`config.mk`:
```
export PLATFORM = sky130hd
export DESIGN_NAME = fetch
export DESIGN_NICKNAME = d
export VERILOG_FILES = /design/src/rtl/fetch.sv
export SDC_FILE = /design/constraint.sdc
export NUM_CORES = 1
export LEC_CHECK = 0
export ABC_AREA = 1
export CAP_MARGIN = 20
export CORE_ASPECT_RATIO = 0.9
export CORE_MARGIN = 1
export CORE_UTILIZATION = 42
export DETAILED_ROUTE_END_ITERATION = 7
export GPL_ROUTABILITY_DRIVEN = 1
export PLACE_DENSITY_LB_ADDON = 0.15
export SETUP_SLACK_MARGIN = 0.02
export SLEW_MARGIN = 20
export SYNTH_ARGS = -nofsm -noshare
export SYNTH_HDL_FRONTEND = slang
export SYNTH_SLANG_ARGS = --single-unit
```
`constraint.sdc`:
```
create_clock -name clk -period 4.4 [get_ports clk]
set_clock_uncertainty 0.15 [all_clocks]
set_input_delay 0.66 -clock clk [delete_from_list [all_inputs] [get_ports clk]]
set_output_delay 0.66 -clock clk [all_outputs]
set_load 0.05 [all_outputs]
```
`src/rtl/fetch.sv`:
```
// Instruction fetch front end: drives the synchronous instruction memory and
// holds fetched bytes in a small prefetch buffer presented to decode.
module fetch #(
  parameter int unsigned DEPTH = 2
) (
  input  logic       clk,
  input  logic       async_rst,
  output logic       imem_req,
  output logic [7:0] imem_addr,
  input  logic [7:0] imem_data,
  input  logic       stall_en,
  input  logic       redirect,
  input  logic [7:0] redirect_pc,
  output logic [7:0] opcode,
  output logic       opcode_valid,
  output logic [7:0] opcode_pc
);

  localparam int unsigned AW = 8;
  localparam int unsigned DW = 8;
  localparam int unsigned PW = (DEPTH > 1) ? $clog2(DEPTH) : 1;
  localparam int unsigned CW = $clog2(DEPTH + 1);
  localparam int unsigned OW = CW + 1;

  logic [AW-1:0] fetch_pc_q, fetch_pc_d;
  logic [PW-1:0] head_q, head_d;
  logic [PW-1:0] tail_q, tail_d;
  logic [CW-1:0] count_q, count_d;
  logic          inflight_q, inflight_d;
  logic [AW-1:0] inflight_pc_q, inflight_pc_d;
  logic          discard_q, discard_d;

  logic [DW-1:0] buf_data_q [DEPTH];
  logic [AW-1:0] buf_pc_q   [DEPTH];

  logic          pop;
  logic          wr;
  logic          req;
  logic [OW-1:0] occ;

  function automatic logic [PW-1:0] ptr_inc(input logic [PW-1:0] p);
    return (p == PW'(DEPTH - 1)) ? '0 : p + PW'(1);
  endfunction

  // Occupancy after this cycle's pop, counting the read already in flight.
  always_comb begin
    pop = (count_q != '0) & ~stall_en & ~redirect;
    occ = OW'(count_q) + OW'(inflight_q) - OW'(pop);
    req = ~async_rst & ~redirect & (occ < OW'(DEPTH));
    wr  = inflight_q & ~discard_q & ~redirect;
  end

  always_comb begin
    fetch_pc_d    = fetch_pc_q;
    head_d        = head_q;
    tail_d        = tail_q;
    count_d       = count_q;
    inflight_d    = req;
    inflight_pc_d = fetch_pc_q;
    discard_d     = 1'b0;
    if (redirect) begin
      fetch_pc_d = redirect_pc;
      head_d     = tail_q;
      count_d    = '0;
      discard_d  = req;
    end else begin
      if (req) fetch_pc_d = fetch_pc_q + AW'(1);
      if (pop) head_d = ptr_inc(head_q);
      if (wr)  tail_d = ptr_inc(tail_q);
      count_d = count_q + CW'(wr) - CW'(pop);
    end
  end

  always_ff @(posedge clk or posedge async_rst) begin
    if (async_rst) begin
      fetch_pc_q    <= '0;
      head_q        <= '0;
      tail_q        <= '0;
      count_q       <= '0;
      inflight_q    <= 1'b0;
      inflight_pc_q <= '0;
      discard_q     <= 1'b0;
    end else begin
      fetch_pc_q    <= fetch_pc_d;
      head_q        <= head_d;
      tail_q        <= tail_d;
      count_q       <= count_d;
      inflight_q    <= inflight_d;
      inflight_pc_q <= inflight_pc_d;
      discard_q     <= discard_d;
    end
  end

  // Prefetch storage; a response lands at the tail tagged with its request address.
  always_ff @(posedge clk or posedge async_rst) begin
    if (async_rst) begin
      for (int i = 0; i < DEPTH; i++) begin
        buf_data_q[i] <= '0;
        buf_pc_q[i]   <= '0;
      end
    end else if (wr) begin
      buf_data_q[tail_q] <= imem_data;
      buf_pc_q[tail_q]   <= inflight_pc_q;
    end
  end

  assign imem_req     = req;
  assign imem_addr    = fetch_pc_q;
  assign opcode       = buf_data_q[head_q];
  assign opcode_pc    = buf_pc_q[head_q];
  assign opcode_valid = (count_q != '0);

  a_count_bound : assert property (@(posedge clk) disable iff (async_rst)
    count_q <= CW'(DEPTH));

endmodule
```
==> impl_metrics.py <==
metrics = {
    "placement": {
        "place_hpwl_um": 3202,
        "dp_slack_ps": 784.1,
        "placed_cell_area_mm2": 0.003044,
        "place_congestion": 0.8700,
        "portBuffers": 45,
    },
    "floorplanning": {
        "core_mm2": 0.005758,
        "start_util": 0.4415,
        "die_x_um": 84.01,
        "dieArea_mm2": 0.006369,
        "die_h_um": 75.81,
        "core.rowCount": 26,
        "boundaryPins": 46,
    },
    "synthesis": {
        "async_flop_share": 1.000,
        "synth_seq_cells": 54,
        "ys_top_cells_by_count": "nand2_1, dfrtp_1, inv_1, o21ai_0, nand3_1",
        "synthesis.area_mm2": 0.002542,
        "synth_area_leaders": "dfrtp_1, nand2_1, o21ai_2, inv_1, o21ai_0",
        "synthFlopType": "dfrtp_1",
        "ys_seq_area_frac": 0.5315,
        "syn_nets": 320,
        "synthCells": 295,
        "synth_area_leader_cell": "dfrtp_1",
        "yosys_warnings": 0,
        "yosysUniqueCellTypes": 27,
        "avgSynthCellArea_um2": 8.618,
        "synth_top_area_frac": 0.5315,
        "synth_most_common_cell": "nand2_1",
        "synth_edf_count": 0,
    },
    "final_layout": {
        "nNetsFinal": 365,
        "area_delta_synth_final_pct": 23.03,
        "fin_util": 0.5432,
        "antenna_cells": 0,
        "drive_above_1_share": 0.1059,
        "finish.instance_area_mm2": 0.003128,
    },
    "global_route": {
        "grt_pass1_wl_um": 8169,
        "antenna_found_initial": 0,
        "grt_util_all_layers": 0.1645,
        "grt-ovfl-total": 0,
        "grt_max_degree": 55,
        "grt_pass1_vias": 1844,
    },
    "cts": {
        "clock_latency_ps": 300,
        "cts_tree": "yes",
        "cts-resized-gates": 0,
        "numCtsBuffers": 5,
        "cts_hold_buf": 0,
        "cts-root-buf": "clkbuf_8",
        "path_clk_slew_ps": 90,
        "cts_setup_buffers": 0,
        "clkSinkCount": 54,
        "h-tree-depth": 2,
        "clk_path_buf_depth": 2,
    },
    "detailed_routing": {
        "viasPerCell": 4.732,
        "wl_um": 4691,
        "drtIter0Drc": 107,
        "drc_errors": 6,
        "ant_nets": 0,
        "vias": 1940,
        "firstDrtPassIters": 6,
        "wl_per_cell_um": 11.44,
    },
    "run_status": {
        "status": "finished, violations left",
        "violations": "DRC",
    },
    "run": {
        "cap_violations": 0,
    },
    "setup_path": {
        "arrival_ps": 2810,
        "required_ps": 3590,
        "crit_cells": 10,
        "start_kind": "input pin",
        "critical_path_class": "in2out",
        "crit_fanout": 2,
        "cp_top_family": "simple AND/OR/NAND/NOR gates",
        "critical_path_buf_inv_count": 3,
        "slowest_delay_ps": 500,
        "critPathCaptureType": "primary output",
        "reg2reg_depth": 13,
        "cp_slowest_cell": "fa_1",
        "rrSetupSlack_ps": 1500,
        "path_cells": "clkdlybuf4s50_1 -> inv_1 -> nand2_1 -> nor2_1 -> ha_1 -> or2_2 -> fa_1 -> nand3_2 -> nor2_4 -> buf_12",
    },
    "power": {
        "power.density_mw_per_mm2": 627.1,
        "p_leak_nw": 1.558,
        "vdd_drop_max_uv": 182.9,
    },
    "hold_path": {
        "min_path_cells": 0,
        "min_path_type": "reg2reg",
    },
    "sta": {
        "relSlewSlack": 0.5621,
        "maxSlewViolCount": 0,
        "fmaxAchievable_mhz": 276.5,
        "setup_slack_ps": 783.5,
        "fin_setup_tns_ps": 0,
        "rsz0062_at_grt": "no",
        "hold_viol_final": 0,
        "timing.final.crit_share": 0.8219,
        "min_period_ps": 3617,
        "holdWs_ps": 325.3,
        "tightest_slew_ps": 656.9,
        "setup_viol": 0,
    },
}
==> worst paths after layout <==
check,startpoint,endpoint
max in group asynchronous,async_rst,imem_addr[3]
max reg2reg,count_q[1],imem_addr[1]
min in group asynchronous,async_rst,imem_addr[6]
min,imem_addr[7],inflight_pc_q[7]
max,stall_en,imem_req
min reg2reg,imem_addr[7],inflight_pc_q[7]
==> metrics by stage <==
step,cells,total power (W)
after floorplan,295,0.001442
after global placement,403,0.001706
after detailed placement,403,0.001722
after CTS,410,0.001986
after global routing,410,0.002102
final,410,0.001962
==> state kept, by name, summed over array words and instances, names as in the netlist <==
register / count
buf_data_q: 16
buf_pc_q: 16
imem_addr: 8
inflight_pc_q: 8
count_q: 2
discard_q: 1
head_q: 1
inflight_q: 1
tail_q: 1
==> logic make-up after synthesis <==
family | synth area share
buffers and inverters | 0.07874
adders and majority gates | 0.02756
muxes | 0.003937
xor gates and xnor gates | 0.01034
and+or+nand+nor | 0.2402
AOI/OAI and AO/OA | 0.1063
DFF | 0.5315
other | 0.001475
==> power breakdown <==
part / switching [W] / internal, W
sequential: 0.000106 / 0.000671
combinational: 0.000604 / 0.000323
clock: 0.000151 / 0.000107
total: 0.000861 / 0.00110
==> final cells by class <==
cell class	count	area (um2)
clock inverters	2	10.01
well taps	70	87.58
clock buffers	5	68.82
inverters	31	116.4
flip-flops and latches	54	1351
repair buffers	50	498.0
multi-input cells	198	996.0
fillers	539	2630
==> metal layers <==
layer / global-route usage / part of all wire / vias to the layer above
met5: 0 / 0 / -
met4: 0.06705 / 0.013 / 0
met1: 0.2278 / 0.52 / 875
li1: - / - / 1004
met2: 0.2596 / 0.43 / 54
met3: 0.03142 / 0.044 / 7
==> layout by cell type, fill, tap and decap left out <==
cell type	instances
mux2i_1	1
o21bai_1	2
inv_1	29
dfrtp_1	54
a21boi_0	2
or2_2	1
a21oi_1	1
nor2_4	2
nand2_1	115
buf_4	5
nand3_2	2
xor2_1	2
nand2_2	1
inv_2	1
o21ai_0	19
conb_1	1
fa_1	1
or2_1	1
nand3b_1	1
clkdlybuf4s50_1	44
nor2_1	8
nand3_1	17
clkbuf_8	5
o21ai_2	16
clkinv_1	1
xnor2_1	1
ha_1	4
clkinv_2	2
buf_12	1
Power figures use the tool's default switching activity.
